--- config.mk ---
export PLATFORM = sky130hd
export DESIGN_NAME = product_accumulator
export DESIGN_NICKNAME = d
export VERILOG_FILES = /design/src/rtl/product_accumulator.sv
export SDC_FILE = /design/constraint.sdc
export NUM_CORES = 1
export LEC_CHECK = 0
export BUFFER_PORTS_ARGS = -buffer_cell sky130_fd_sc_hd__buf_2
export CORE_UTILIZATION = 49
export CTS_CLUSTER_SIZE = 40
export DETAILED_ROUTE_END_ITERATION = 10
export PLACE_DENSITY_LB_ADDON = 0.05
export SLEW_MARGIN = 5
export SYNTH_ARGS = -nofsm -noshare
export SYNTH_HDL_FRONTEND = slang
export SYNTH_SLANG_ARGS = --single-unit
--- constraint.sdc ---
create_clock -name clk -period 2 [get_ports clk]
set_input_delay 0.4 -clock clk [delete_from_list [all_inputs] [get_ports clk]]
set_output_delay 0.4 -clock clk [all_outputs]
set_load 0.05 [all_outputs]
--- src/rtl/product_accumulator.sv ---
// product_accumulator
//   Sums COUNT consecutive 8-bit products taken over a valid/ready input and
//   presents the sum, with a sticky wrap flag, on a valid/ready output.
//
//   state | meaning
//   ------+-----------------------------------------------------------
//   ACC   | collecting products; in_ready high unless clr is asserted
//   HOLD  | result presented on acc_out/acc_ovf until out_ready
//
// Ports
//   clk        rising-edge clock
//   rst        synchronous reset, active-high
//   prod       unsigned product from the multiplier
//   in_valid   prod is valid this cycle
//   in_ready   block accepts prod this cycle
//   clr        discard the partial sum (ignored in HOLD)
//   acc_out    accumulated result
//   acc_ovf    result wrapped past 2^ACC_W-1
//   out_valid  acc_out/acc_ovf valid
//   out_ready  consumer takes the result this cycle
module product_accumulator #(
  parameter int ACC_W = 12,
  parameter int COUNT = 4
) (
  input  logic             clk,
  input  logic             rst,
  input  logic [7:0]       prod,
  input  logic             in_valid,
  output logic             in_ready,
  input  logic             clr,
  output logic [ACC_W-1:0] acc_out,
  output logic             acc_ovf,
  output logic             out_valid,
  input  logic             out_ready
);

  localparam int CNT_W = (COUNT <= 1) ? 1 : $clog2(COUNT);

  typedef enum logic {
    ACC  = 1'b0,
    HOLD = 1'b1
  } state_t;

  state_t           state;
  logic [ACC_W-1:0] acc;
  logic [CNT_W-1:0] cnt;
  logic             ovf;
  logic [ACC_W:0]   sum;
  logic             last;

  assign in_ready = (state == ACC) && !clr;

  // One extra bit on the adder captures the carry-out that feeds the sticky flag.
  assign sum  = {1'b0, acc} + {{(ACC_W + 1 - 8){1'b0}}, prod};
  assign last = (cnt == CNT_W'(COUNT - 1));

  always_ff @(posedge clk) begin
    if (rst) begin
      state     <= ACC;
      acc       <= '0;
      cnt       <= '0;
      ovf       <= 1'b0;
      acc_out   <= '0;
      acc_ovf   <= 1'b0;
      out_valid <= 1'b0;
    end else begin
      case (state)
        ACC: begin
          if (clr) begin
            acc <= '0;
            ovf <= 1'b0;
            cnt <= '0;
          end else if (in_valid) begin
            if (last) begin
              acc_out   <= sum[ACC_W-1:0];
              acc_ovf   <= ovf | sum[ACC_W];
              out_valid <= 1'b1;
              acc       <= '0;
              ovf       <= 1'b0;
              cnt       <= '0;
              state     <= HOLD;
            end else begin
              acc <= sum[ACC_W-1:0];
              ovf <= ovf | sum[ACC_W];
              cnt <= cnt + CNT_W'(1);
            end
          end
        end
        HOLD: begin
          if (out_ready) begin
            out_valid <= 1'b0;
            state     <= ACC;
          end
        end
        default: state <= ACC;
      endcase
    end
  end

endmodule

==> summary.txt <==
Clock tree
  – Clk buf depth: 2
  – CTS root buffer: clkbuf_4
  – Skew-Pair Late Insertion Delay: between 0.3 and 0.4 ns
  – CTS H-tree lvls: 2
  – CTS tree: done
  – CTS Buf Count: 5
  – CTS Sinks: 30
  – Cts hold-fix bufs: 0
  – Clock-pin slew on the worst setup and hold paths: approximately 0.10 ns

Route
  – Total Routed Length: between 3000 and 4000 um
  – Vias: 1616
  – Remaining DRCs: 0
  – Antenna-violating nets left: 0
  – Avg Vias per Cell: roughly 5.7
  – Wire per inst: 13.94 um
  – Detailed Route Iter0 Violations: 90
  – Drt pass-1 iters: 4

Worst setup path
  – CP top delay family: simple AND/OR/NAND/NOR gates
  – CP startpoint kind: flop
  – Slowest cell on crit path: or4_4
  – Critical path fanouts, max: 4
  – Crit. End Element: flop
  – Max incr delay on CP: 0.45 ns
  – Crit path arrival time: about 2.3 ns
  – WP data required: 2.29 ns
  – Crit path kind: reg -> reg
  – Crit path buffers/inverters: 1
  – CP cell instances: ha_4 -> inv_2 -> fa_2 -> nand4b_1 -> a31oi_2 -> o211ai_1 -> or4_4 -> nand3_2

Power and ir drop
  – Peak VDD IR: between 500 and 600 uV
  – Power Density: 604.5 nW/um^2
  – Pleak: 0.8585 nW

Logic synthesis
  – Syn_nets: between 200 and 250
  – Gate Count Post-Synth: 189
  – Synth area leaders: dfxtp_1, ha_1, nor2_1, a21oi_1, nand3_1
  – Top FF cell, synth: dfxtp_1
  – Syn. warnings: 0
  – Post-synthesis sequential area ratio: a little under two fifths
  – Post-synth EDFFs: 0
  – Area leader, netlist: dfxtp_1
  – Post-synth top area share: ~37%
  – Mapped Area: ~1600 um^2
  – Seq cells post-synth: 30
  – Synth unique cells: 43
  – Mapped Avg Cell Area: between 8 and 9 um^2
  – Async set-reset flop share out of synthesis: 0%

STA
  – RSZ-0062 raised after global routing: true
  – Final hold violations: 0
  – Ratio of final minimum period to clock period: 99.69%
  – TNS Setup: 0 ns
  – Setup violators final: 0
  – Max Slew Vio Count: 0
  – Max-slew headroom at the worst pin: between 50% and 60%
  – Final Skew: ~0.0082 ns
  – Clock period minus worst slack: roughly 2 ns
  – Peak Freq: between 500 and 600 MHz
  – Tightest Pin Transition: roughly 0.7 ns

Global route
  – Number of global-route vias before repair: between 1500 and 2000
  – Gr usage total: between 20% and 30%
  – Largest net degree at the start of global routing: 46
  – Initial antenna violation count: 0
  – First-pass GRT wire length: approximately 6600 um
  – GR Overflow Total: 0

Die
  – Initial Util: a little over half
  – Die height: between 50 and 60 um
  – I/O pin cnt: 28
  – Core area: ~3100 um^2
  – Die footprint: between 3000 and 4000 um^2
  – FP Rows: 20
  – Die Wd: roughly 59 um

Final layout
  – Area of the multi-input gates: between 1000 and 1500 um^2
  – N_diodes: 0
  – Fin nets: around 260
  – Share of cells above drive strength 1: roughly 33%
  – FF/Latch Area: 601.8 um^2
  – Layout Utilization: 67.48%
  – Area grow syn2layout: 29.28%
  – Fill cells: between 200 and 300

Min path
  – Hold WC Path Type: in -> reg

Placed design
  – Dpl hpwl: 2742 um
  – Final Wtd Congestion: between 0.8 and 0.9
  – I/O Buffers: 27

Run
  – Max-cap viol count: 0

Status
  – Status: finished, final reports clean
## routing by layer
metal | track usage (%) | vias up | wire, um | part of all wire, %
li1 | - | 803 | - | -
met1 | 29.62 | 769 | 1754 | 44
met2 | 42.38 | 34 | 1973 | 50
met3 | 5.895 | 10 | 143 | 3.6
met4 | 13.61 | 0 | 72 | 1.8
met5 | 0 | - | 0 | 0
## path summary, 6_finish.rpt
check | cells past startpoint | end | slack, ns | start
setup / recovery | 8 | acc[10]$_SDFFE_PP0P_ | 0.006 | acc[0]$_SDFFE_PP0P_
hold / removal | 3 | state$_SDFF_PP0_ | 0.35 | out_ready
setup reg to reg | 8 | acc[10]$_SDFFE_PP0P_ | 0.006 | acc[0]$_SDFFE_PP0P_
hold reg to reg | 2 | acc_out[5]$_SDFFE_PP0P_ | 0.45 | acc_out[5]$_SDFFE_PP0P_
## cell families (layout without fill, tap and decap cells)
family | Yosys count | in the layout | synth area share [%]
and+or+nand+nor | 83 | 83 | 28.04
AOI/OAI and AO/OA | 46 | 46 | 19.86
DFF | 30 | 30 | 37.38
buffers and inverters | 15 | 65 | 3.738
adders and majority gates | 10 | 10 | 8.256
xor gates and xnor gates | 5 | 5 | 2.726
## power by group
| group | switching, mW | internal, mW |
|---|---|---|
| clock | 0.218 | 0.170 |
| combinational | 0.131 | 0.115 |
| sequential | 0.0102 | 0.612 |
| total | 0.359 | 0.897 |
## state kept, by name, summed over array words and instances, names as in the netlist
register / count
acc: 12
acc_out: 12
cnt: 2
acc_ovf: 1
out_valid: 1
ovf: 1
state: 1
## cell type report
type,instances,share of cell area [%]
repair buffers,53,15.90
flip-flops and latches,30,28.98
well taps,44,2.651
clock inverters,1,0.2410
inverters,4,0.7229
clock buffers,7,2.651
multi-input cells,144,48.86
## repair_timing
action,in CTS,in global routing
pin swaps,3,4
resized for setup,9,8
endpoints found under the setup margin,5,8
buffers inserted,4,2
## tightest hold or removal path, cell delays in order
cell      delay, ns
buf_2          0.08
nand2b_1       0.09
a21oi_1        0.06
## per-stage QoR
step	setup WS (ns)	hold WS [ns]	cells	total power [mW]	instance area (um^2)
after floorplan	-0.08688	0.4462	189	0.7748	1609
after global placement	-0.2923	0.4401	269	0.8548	1904
after detailed placement	-0.3576	0.4431	269	0.8631	1904
after CTS	-0.04240	0.3345	281	1.258	2027
after global routing	-0.1079	0.3399	283	1.321	2077
final	0.006257	0.3458	283	1.256	2077
## Yosys cell counts (2+ instances only)
cell type	n
nor4_1	2
o211ai_1	3
a21o_1	2
o311ai_0	2
nand4b_1	6
or3_1	5
inv_1	4
nor2b_1	2
or4_1	3
clkbuf_1	8
nand2_1	14
ha_1	9
nand3_1	11
xnor2_1	3
a211oi_1	3
a21oi_1	16
o21ai_0	4
buf_2	3
nand2b_1	2
nor3b_1	2
a22oi_1	3
and3_1	2
a32oi_1	2
dfxtp_1	30
nand3b_1	7
nor2_1	22
xor2_1	2
a31oi_1	2
## cells in the final DEF (no fill, tap or decap), drive strengths merged, types with 2 or more instances in the layout
cell type and count:
nor2b 2, dfxtp 30, a21oi 16, a31oi 2, buf 53, or3 5, a21o 2, xor2 2
nor2 22, xnor2 3, or4 3, nor3 2, nand4b 6, nand2 14, clkbuf 7, o211ai 3
nand3b 7, a211oi 3, nand3 11, a32oi 2, o21ai 4, and3 2, a22oi 3, nor4 2
o311ai 2, ha 9, nor3b 2, nand2b 2, inv 4
Power figures use the tool's default switching activity.
